--- src/rtl/hazard_ctrl.sv ---
// Pipeline hazard/control unit: load-use bubbles, taken-branch squash and
// data-memory wait freezing, plus a stall-cycle counter and a sticky timeout flag.
module hazard_ctrl #(
  parameter int REG_ADDR_W   = 5,
  parameter int WAIT_TIMEOUT = 16,
  parameter int CNT_W        = 16
) (
  input  logic                  clock,
  input  logic                  reset,
  input  logic [REG_ADDR_W-1:0] id_rs,
  input  logic [REG_ADDR_W-1:0] id_rt,
  input  logic                  id_uses_rt,
  input  logic                  ex_mem_read,
  input  logic [REG_ADDR_W-1:0] ex_rt,
  input  logic                  branch_taken,
  input  logic                  mem_req,
  input  logic                  mem_ready,
  output logic                  pc_stall,
  output logic                  ifid_stall,
  output logic                  ifid_flush,
  output logic                  idex_stall,
  output logic                  idex_flush,
  output logic                  exmem_stall,
  output logic                  mem_timeout,
  output logic [CNT_W-1:0]      stall_cycles,
  output logic                  state_dbg
);

  localparam int WCW = $clog2(WAIT_TIMEOUT) + 1;

  typedef enum logic {RUN = 1'b0, MEM_WAIT = 1'b1} state_t;

  state_t         state, state_nxt;
  logic [WCW-1:0] wait_cnt, wait_cnt_nxt;
  logic           timeout_set;
  logic           lu;

  // Data-memory handshake: the MEM stage holds mem_req high until the cycle
  // in which mem_ready is high; that cycle completes the access. A request
  // without ready in the same cycle freezes the pipe from that cycle onward.
  assign lu = ex_mem_read && (ex_rt != '0) &&
              ((ex_rt == id_rs) || (id_uses_rt && (ex_rt == id_rt)));

  assign state_dbg = state;

  always_comb begin
    state_nxt    = state;
    wait_cnt_nxt = wait_cnt;
    timeout_set  = 1'b0;
    pc_stall     = 1'b0;
    ifid_stall   = 1'b0;
    ifid_flush   = 1'b0;
    idex_stall   = 1'b0;
    idex_flush   = 1'b0;
    exmem_stall  = 1'b0;
    if (!reset) begin
      case (state)
        RUN: begin
          if (mem_req && !mem_ready) begin
            pc_stall     = 1'b1;
            ifid_stall   = 1'b1;
            idex_stall   = 1'b1;
            exmem_stall  = 1'b1;
            state_nxt    = MEM_WAIT;
            wait_cnt_nxt = WCW'(1);
          end else if (branch_taken) begin
            ifid_flush = 1'b1;
            idex_flush = 1'b1;
          end else if (lu) begin
            pc_stall   = 1'b1;
            ifid_stall = 1'b1;
            idex_flush = 1'b1;
          end
        end
        MEM_WAIT: begin
          // EX is frozen, so a branch resolved here re-presents itself in RUN.
          pc_stall    = 1'b1;
          ifid_stall  = 1'b1;
          idex_stall  = 1'b1;
          exmem_stall = 1'b1;
          if (mem_ready) begin
            state_nxt    = RUN;
            wait_cnt_nxt = '0;
          end else if (wait_cnt == WCW'(WAIT_TIMEOUT - 1)) begin
            timeout_set  = 1'b1;
            state_nxt    = RUN;
            wait_cnt_nxt = '0;
          end else begin
            wait_cnt_nxt = wait_cnt + 1'b1;
          end
        end
        default: begin
          state_nxt    = RUN;
          wait_cnt_nxt = '0;
        end
      endcase
    end
  end

  always_ff @(posedge clock or posedge reset) begin
    if (reset) begin
      state    <= RUN;
      wait_cnt <= '0;
    end else begin
      state    <= state_nxt;
      wait_cnt <= wait_cnt_nxt;
    end
  end

  always_ff @(posedge clock or posedge reset) begin
    if (reset) begin
      mem_timeout  <= 1'b0;
      stall_cycles <= '0;
    end else begin
      if (timeout_set)
        mem_timeout <= 1'b1;
      if (pc_stall && (stall_cycles != {CNT_W{1'b1}}))
        stall_cycles <= stall_cycles + 1'b1;
    end
  end

endmodule

--- config.mk ---
export PLATFORM = sky130hd
export DESIGN_NAME = hazard_ctrl
export DESIGN_NICKNAME = d
export VERILOG_FILES = /design/src/rtl/hazard_ctrl.sv
export SDC_FILE = /design/constraint.sdc
export NUM_CORES = 1
export LEC_CHECK = 0
export ABC_AREA = 1
export BUFFER_PORTS_ARGS = -buffer_cell sky130_fd_sc_hd__buf_4
export CAP_MARGIN = 0
export CORE_MARGIN = 2
export CORE_UTILIZATION = 45
export DETAILED_ROUTE_END_ITERATION = 7
export PLACE_DENSITY_LB_ADDON = 0.05
export SLEW_MARGIN = 20
export SYNTH_ARGS = -nofsm -noshare
export SYNTH_HDL_FRONTEND = slang
export SYNTH_SLANG_ARGS = --single-unit
--- constraint.sdc ---
create_clock -name clock -period 1.84 [get_ports clock]
set_input_delay 0.184 -clock clock [delete_from_list [all_inputs] [get_ports clock]]
set_output_delay 0.184 -clock clock [all_outputs]
set_load 0.005 [all_outputs]
## Word-level counts from Yosys, hierarchy flattened

Cells that the tools add are included.

| storage, ports and cells | value |
|---|---|
| register bits after elaboration | 23 |
| input bits | 22 |
| output and inout bits | 24 |
| word-level logic and storage cells | 49 |

| operators by class | value |
|---|---|
| add/subtract/negate cells | 2 |
| eq/ne operators | 5 |
| multiplexer cells | 27 |
| bitwise logic cells | 2 |
| reduce and logical (&&, ||, !) cells | 9 |

Operator list:

| kind | number |
|---|---|
| $mux 1 | 20 |
| $add 16x1->16 const B | 1 |
| $ne 16x16->1 const B | 1 |
| $mux 5 | 3 |
| $eq 5x5->1 | 2 |
| $pmux 5 s2 | 1 |
| $pmux 1 s2 | 3 |
| $add 5x1->5 const B | 1 |
| $eq 5x4->1 const B | 1 |
| $logic_and 1x1->1 | 5 |
| $reduce_bool 5->1 | 1 |
| $ne 2x2->1 const B | 1 |
| $not 1->1 | 2 |
| $reduce_and 2->1 | 1 |
| $logic_not 1->1 | 1 |
| $logic_or 1x1->1 | 1 |

## Longest topological paths before layout

Gate-level depths: netlist of the first run.

| logic depth | value |
|---|---|
| depth after elaboration | 10 |
| mapped depth | 12 |
| gate-level depth less buffers | 11 |

## Worst setup path before layout of the first run

No wires, ideal clock.

| path | value |
|---|---|
| kind | flip-flop to flip-flop |
| from | register stall_cycles[0] |
| to | register stall_cycles[8] |
| setup time | 0.117 ns |
| arrival time | 1.532 ns |
| required time | 1.723 ns |
| path slack | 0.191 ns |
| cell stages (with the launch flop) | 10 |
| buffers on the path | 1 |
| period minus slack after synthesis | 1.649 ns |
| cells stage by stage | dfrtp_1 ha_1 nand3_2 nor3_4 nand2_2 nor2_4 nand2_4 buf_2 nand3_1 nand2_1 |

| between the ends | value |
|---|---|
| cells in the longest elaborated chain, start to end | 2 |
| elaborated cells on any way between the ends | 3 |
| classes of those cells | 1 x add/sub; 1 x eq/ne; 1 x reduce/logical |

RTL lines:

| what | RTL line | source |
|---|---|---|
| start: declaration | 25 | `output logic [CNT_W-1:0] stall_cycles,` |
| start signal: assignment | 118 | `stall_cycles <= stall_cycles + 1'b1;` |
| parallel branches: the longest is 2 deep, another holds $add 16x1->16 | n/a |  |

Parallel ways; which one is timed is not known.
A chain may end at the register's enable or synchronous reset.

## Final worst setup path of the first run

| path | value |
|---|---|
| from | register stall_cycles[1] |
| to | register stall_cycles[3] |

The elaborated chain is that of the path after synthesis.

==> results.toml, run 1 <==
[routing]
wl_per_cell_um = 10.76
drc = 0
met2_wirelength_um = 1684
dr.max_layer_used = "met4"
vias = 1523
antenna_left = 0
routed-wl-met3_um = 152
vias_per_cell = 4.672
wl_met1_um = 1656
first_pass_iters = 4
drt-initial-drc-count = 61
postRouteWirelength_um = 3508

[cts]
clock_path_buffers = 2
cts.sinks = 23
numCtsBuffers = 3
clockRootBuffer = "clkbuf_4"
htreeDepth = 1
clk_latency_ns = 0.31
tritoncts = "yes"
path_clk_slew_ns = 0.13

[final_layout]
diodes = 0
nets = 305
nFillCells = 343
layout-drive-gt1-share_pct = 22.86
final_common_cell = "nand2_1"
fin_util_pct = 60.42
fin_area_mm2 = 0.002032
synthToLayoutAreaGrowth_pct = 28.58
final_cell_mix = "nand2_1, buf_4, inv_1, nand3_1, dfrtp_1"

[grt]
antenna_found_initial = 0
grt_use_total_pct = 19.13
grt_max_degree = 21
gr-total-overflow = 0
grt_pass1_vias = 1475
grt_pass1_wl_um = 6258

[timing]
fmax_ghz = 0.5892
slew_headroom_pct = 73.80
tightest_slew_ns = 0.3894
period_share_pct = 92.23
drv_slew = 0
setup_viol = 0
post-route-min-period_ns = 1.697
finalHoldViolCount = 0
tns_ns = 0
skew_ns = 0.002017

[worst_setup_path]
path_max_fanout = 16
path_buf_inv = 0
start_kind = "register"
crit_required_ns = 2.11
path_class = "reg -> reg"
cpMaxStageDelayCell = "dfrtp_1"
crit_family = "simple AND/OR/NAND/NOR gates"
endpoint_kind = "register"
cpPeakStageDelay_ns = 0.42
worstPathArrival_ns = 1.96
path_cells = "ha_1 > nand3_2 > nor3_4 > nand2_2 > nor2_4 > nand2_4 > nand2_8 > nand2_1 > nand2_1"
cp_common_cell = "nand2_1"

[placed_design]
io_buffers = 45
gp_congestion = 0.8625
place_area_mm2 = 0.001969
hpwl_um = 2623

[floorplanning]
die_height_um = 63.26
row_count = 21
dieArea_mm2 = 0.004002
die_x_um = 63.26
start_util_pct = 46.99
io-pin-count = 46
coreArea_mm2 = 0.003363

[logic_synthesis]
yosys.area_share.simple_pct = 41.25
synth_xor_area_share_pct = 8.314
syn-instance-count = 230
ys_seq_area_share_pct = 36.42
synth_cell_types = 24
synth_fa_ha_area_share_pct = 1.584
syn_area_mm2 = 0.001580
ys_seq_elements = 23
yosys_warnings = 0
syn_avg_cell_area_um2 = 6.871
synth_nets = 254
synth_compound_area_share_pct = 3.246
synth_top_family_by_area = "simple AND/OR/NAND/NOR gates"
synthMuxAreaShare_pct = 0

[pwr]
finalPower_mw = 1.359
ir_worst_vdd_mv = 0.4596
p_leak_nw = 1.142
powerDensity_mw_per_mm2 = 669.0

[worst_hold_path]
min_path_type = "in -> reg"

[flow_run]
drv_cap = 0

[outcome]
outcome = "complete, no violations"
-- tightest hold or removal path: stages --
cell and delay [ns]:
buf_4 0.09, nor2_1 0.09, nand3_1 0.09, nand2_1 0.04
-- metal layers --
| layer | vias up | GRT usage (%) |
|---|---|---|
| li1 | 815 | - |
| met4 | 0 | 4.348 |
| met2 | 27 | 33.91 |
| met3 | 2 | 3.929 |
| met5 | - | 0 |
| met1 | 679 | 23.90 |
-- power by group --
group / internal (mW) / total, mW / switching, mW
combinational: 0.232 / 0.469 / 0.236
clock: 0.0814 / 0.242 / 0.160
sequential: 0.570 / 0.649 / 0.0796
total: 0.883 / 1.36 / 0.476
-- cells in the mapped netlist (all sizes together) --
cell type,number,area (um2)
nand4,2,12.51
nand2,91,366.6
xor2,8,70.07
o31ai,1,7.510
a21oi,3,15.01
buf,5,36.28
nand3,29,150.1
nor2,20,85.08
inv,29,108.9
a31o,1,8.760
o21ai,4,20.02
nor4,1,6.260
nor3,4,31.28
ha,2,25.02
dfrtp,23,575.6
xnor2,7,61.31
-- sequential cells by signal, summed over array words and instances, names as in the netlist --
name	flops
state_dbg	1
stall_cycles	16
mem_timeout	1
wait_cnt	5
-- metrics by stage --
stage	hold slack (ns)	instances	setup slack (ns)
floorplan	0.2093	230	0.1907
global placement	0.1857	320	0.1802
detailed placement	0.1906	320	0.1367
CTS	0.2031	325	0.06081
global route	0.2333	326	-0.01328
finish	0.2085	326	0.1429
-- layout make-up --
class	count	area, um2	share of cell area [%]
Sequential cell	23	575.6	28.33
Inverter	29	108.9	5.357
Timing Repair Buffer	51	385.4	18.97
Multi-Input combinational cell	173	877.1	43.16
Clock inverter	1	5.005	0.2463
Tap cell	46	57.56	2.833
Clock buffer	3	22.52	1.108
-- kinds of logic (layout without fill, tap and decap cells) --
group	after synthesis	after routing
buf+inv	34	84
fa+ha+maj	2	2
xor+xnor	15	15
simple gates	147	147
flops	23	23
compound gates	9	9
-- timing repair --
| item | 4_1_cts | 5_1_grt |
|---|---|---|
| hold endpoints to repair | 5 | 0 |
| endpoints found under the setup margin | 0 | 17 |
| hold buffers | 1 | 0 |
| resized for setup | 0 | 3 |
| setup buffers | 0 | 1 |
-- worst paths after layout --
check                                startpoint               to  slack, ns  cells past startpoint
worst min-delay path                  mem_ready      wait_cnt[1]       0.21                      4
min in group asynchronous                 reset        state_dbg       0.39                      3
worst max-delay path            stall_cycles[1]  stall_cycles[3]       0.14                      9
worst min register to register      mem_timeout      mem_timeout       0.48                      1
max in group asynchronous                 reset  stall_cycles[1]       0.91                      4
worst max register to register  stall_cycles[1]  stall_cycles[3]       0.14                      9
Power figures use the tool's default switching activity.
==> run 2: changes to the inputs <==
Settings changed: ABC_AREA 1 to 0.
==> results.toml, run 2 <==
[timing]
tightest_slew_ns = 0.3287
setup_viol = 0
post-route-min-period_ns = 1.779
period_share_pct = 96.71
tns_ns = 0
finalHoldViolCount = 0
fmax_ghz = 0.5620
drv_slew = 0
slew_headroom_pct = 77.81
skew_ns = 0.002553
rsz0062_at_grt = "no"

[logic_synthesis]
synth.most_common_cell = "dfrtp_1"
ys_async_sr_fraction_pct = 100.0
synth_edf_count = 0
ys_seq_area_share_pct = 41.82
yosys_warnings = 0
synth_cell_types = 40
synth_compound_area_share_pct = 8.273
synth_commonest_cells = "dfrtp_1, xnor2_1, xor2_1"
syn-instance-count = 124
synth_area_leaders = "dfrtp_1, xnor2_1, xor2_1"
ys_seq_elements = 23
synth_top_family_by_area = "simple AND/OR/NAND/NOR gates"
syn_area_mm2 = 0.001376
yosys.area_share.simple_pct = 26.36
synth_xor_area_share_pct = 17.09
yosysTopAreaCellShare_pct = 41.82
synthMuxAreaShare_pct = 0.8182
syn_avg_cell_area_um2 = 11.10
synth_area_leader_cell = "dfrtp_1"
synth_fa_ha_area_share_pct = 1.818
synth_nets = 148
ys.flop_type = "dfrtp_1"

[worst_setup_path]
r2r_slack_ns = 0.09
cp.depth = 8
endpoint_kind = "output pin"
path_max_fanout = 4
path_cells = "buf_4 > xor2_1 > nor4_2 > a32oi_2 > o41ai_4 > buf_6 > buf_6 > buf_4"
path_buf_inv = 4
path_class = "in -> out"
r2r_start = "stall_cycles[9]"
cpPeakStageDelay_ns = 0.31
start_kind = "primary input"
worstSetupStartpoint = "ex_rt[4]"
cpMaxStageDelayCell = "o41ai_4"
crit_required_ns = 1.66
endpoint = "pc_stall"
reg2reg_to = "stall_cycles[1]"
worstPathArrival_ns = 1.60
reg2reg_depth = 6
crit_family = "buffers and inverters"

[final_layout]
nFillCells = 241
layout-drive-gt1-share_pct = 47.69
largest_reg_flops = 16
fin_util_pct = 66.13
final_cell_mix = "buf_4, dfrtp_1, xnor2_1"
final_common_cell = "buf_4"
final_cells = 228
regArea_um2 = 575.6
fin_area_mm2 = 0.001969
regMostFlops = "stall_cycles"
nets = 220
diodes = 0
synthToLayoutAreaGrowth_pct = 43.09
multi_input_area_um2 = 757.0
top_regs = "stall_cycles (16), wait_cnt (5)"

[floorplanning]
row_count = 20
io-pin-count = 46
start_util_pct = 46.22
coreArea_mm2 = 0.002978
dieArea_mm2 = 0.003517
die_x_um = 59.31
die_height_um = 59.31

[cts]
clockRootBuffer = "clkbuf_4"
cts.sinks = 23
clk_latency_ns = 0.30
numCtsBuffers = 3
tritoncts = "yes"
clock_path_buffers = 2
htreeDepth = 1
path_clk_slew_ns = 0.12

[grt]
grt_pass1_vias = 1065
grt_pass1_wl_um = 4657
grt_use_total_pct = 17.00
grt_max_degree = 27
gr-total-overflow = 0
antenna_found_initial = 0

[placed_design]
io_buffers = 45
place_area_mm2 = 0.001872
dp.cells = 218
gp_congestion = 0.7588
hpwl_um = 2257

[routing]
drc = 0
wl_per_cell_um = 12.51
antenna_left = 0
vias_per_cell = 5.026
postRouteWirelength_um = 2852
vias = 1146
drt-initial-drc-count = 20
first_pass_iters = 4

[pwr]
powerDensity_mw_per_mm2 = 677.9
ir_worst_vdd_mv = 0.5316
p_leak_nw = 0.9781

[outcome]
outcome = "complete, no violations"

[flow_run]
drv_cap = 0

[worst_hold_path]
min_path_type = "in -> reg"
-- run 2: cell types whose count changed in the layout (fill, tap and decap cells not counted), moves of 8 or more --
cell     previous run  this run
buf_4              50        67
inv_1              28         0
nand2_1            87         7
nand3_1            28         3
nor2_1             18         6
xnor2_1             7        15
-- run 2: metrics by stage --
stage / power (mW) / hold WS [ns] / setup slack [ns]
2_1_floorplan: 0.8461 / 0.06937 / 0.03414
3_3_place_gp: 1.074 / 0.3188 / -0.09712
3_5_place_dp: 1.085 / 0.3292 / -0.1272
4_1_cts: 1.341 / 0.1133 / 0.01400
5_1_grt: 1.425 / 0.1311 / 0.001564
6_report: 1.335 / 0.1269 / 0.06054
-- run 2: cells by family after synthesis --
logic type      after synthesis
simple gates                 51
xor+xnor                     26
flops                        23
compound gates               14
buf+inv                       7
fa+ha+maj                     2
mux                           1
-- run 2: per-layer routing --
metal  GRT usage [%]  up-vias  part of all wire, %
met4           3.896        0                 0.46
met3           2.838        2                  3.4
met1           23.98      536                   48
li1                -      585                    -
met2           27.16       23                   48
met5               0        -                    0
-- run 2: cell type report --
cell class / instances / share of cell area, %
multi-input combinational: 94 / 38.44
sequential: 23 / 29.22
inverter: 2 / 0.5718
clock buffer: 4 / 1.334
tap: 33 / 2.097
timing repair buffer: 72 / 28.34
-- run 2: worst min path at each step --
stage	startpoint	endpoint	slack, ns	cells past startpoint
6_report	reset	wait_cnt[3]	0.13	2
5_1_grt	reset	wait_cnt[3]	0.13	2
4_1_cts	reset	wait_cnt[3]	0.11	2
3_5_place_dp	reset	wait_cnt[0]	0.33	3
3_3_place_gp	reset	state_dbg	0.32	3
2_1_floorplan	reset	mem_timeout	0.07	1
-- run 2: what timing repair did --
| item | CTS | global route |
|---|---|---|
| pin swaps | 0 | 3 |
| endpoints found under the hold margin | 23 | 0 |
| buffers inserted | 2 | 3 |
| endpoints found under the setup margin | 2 | 8 |
| cloned | 0 | 0 |
| hold buffers | 1 | 0 |
| gates resized for setup | 2 | 4 |
-- run 2: power breakdown --
part	switching, mW	internal [mW]	total, mW	leakage (nW)
logic	0.184	0.279	0.463	0.656
clock network	0.145	0.0844	0.230	0.0150
registers	0.0646	0.578	0.642	0.307
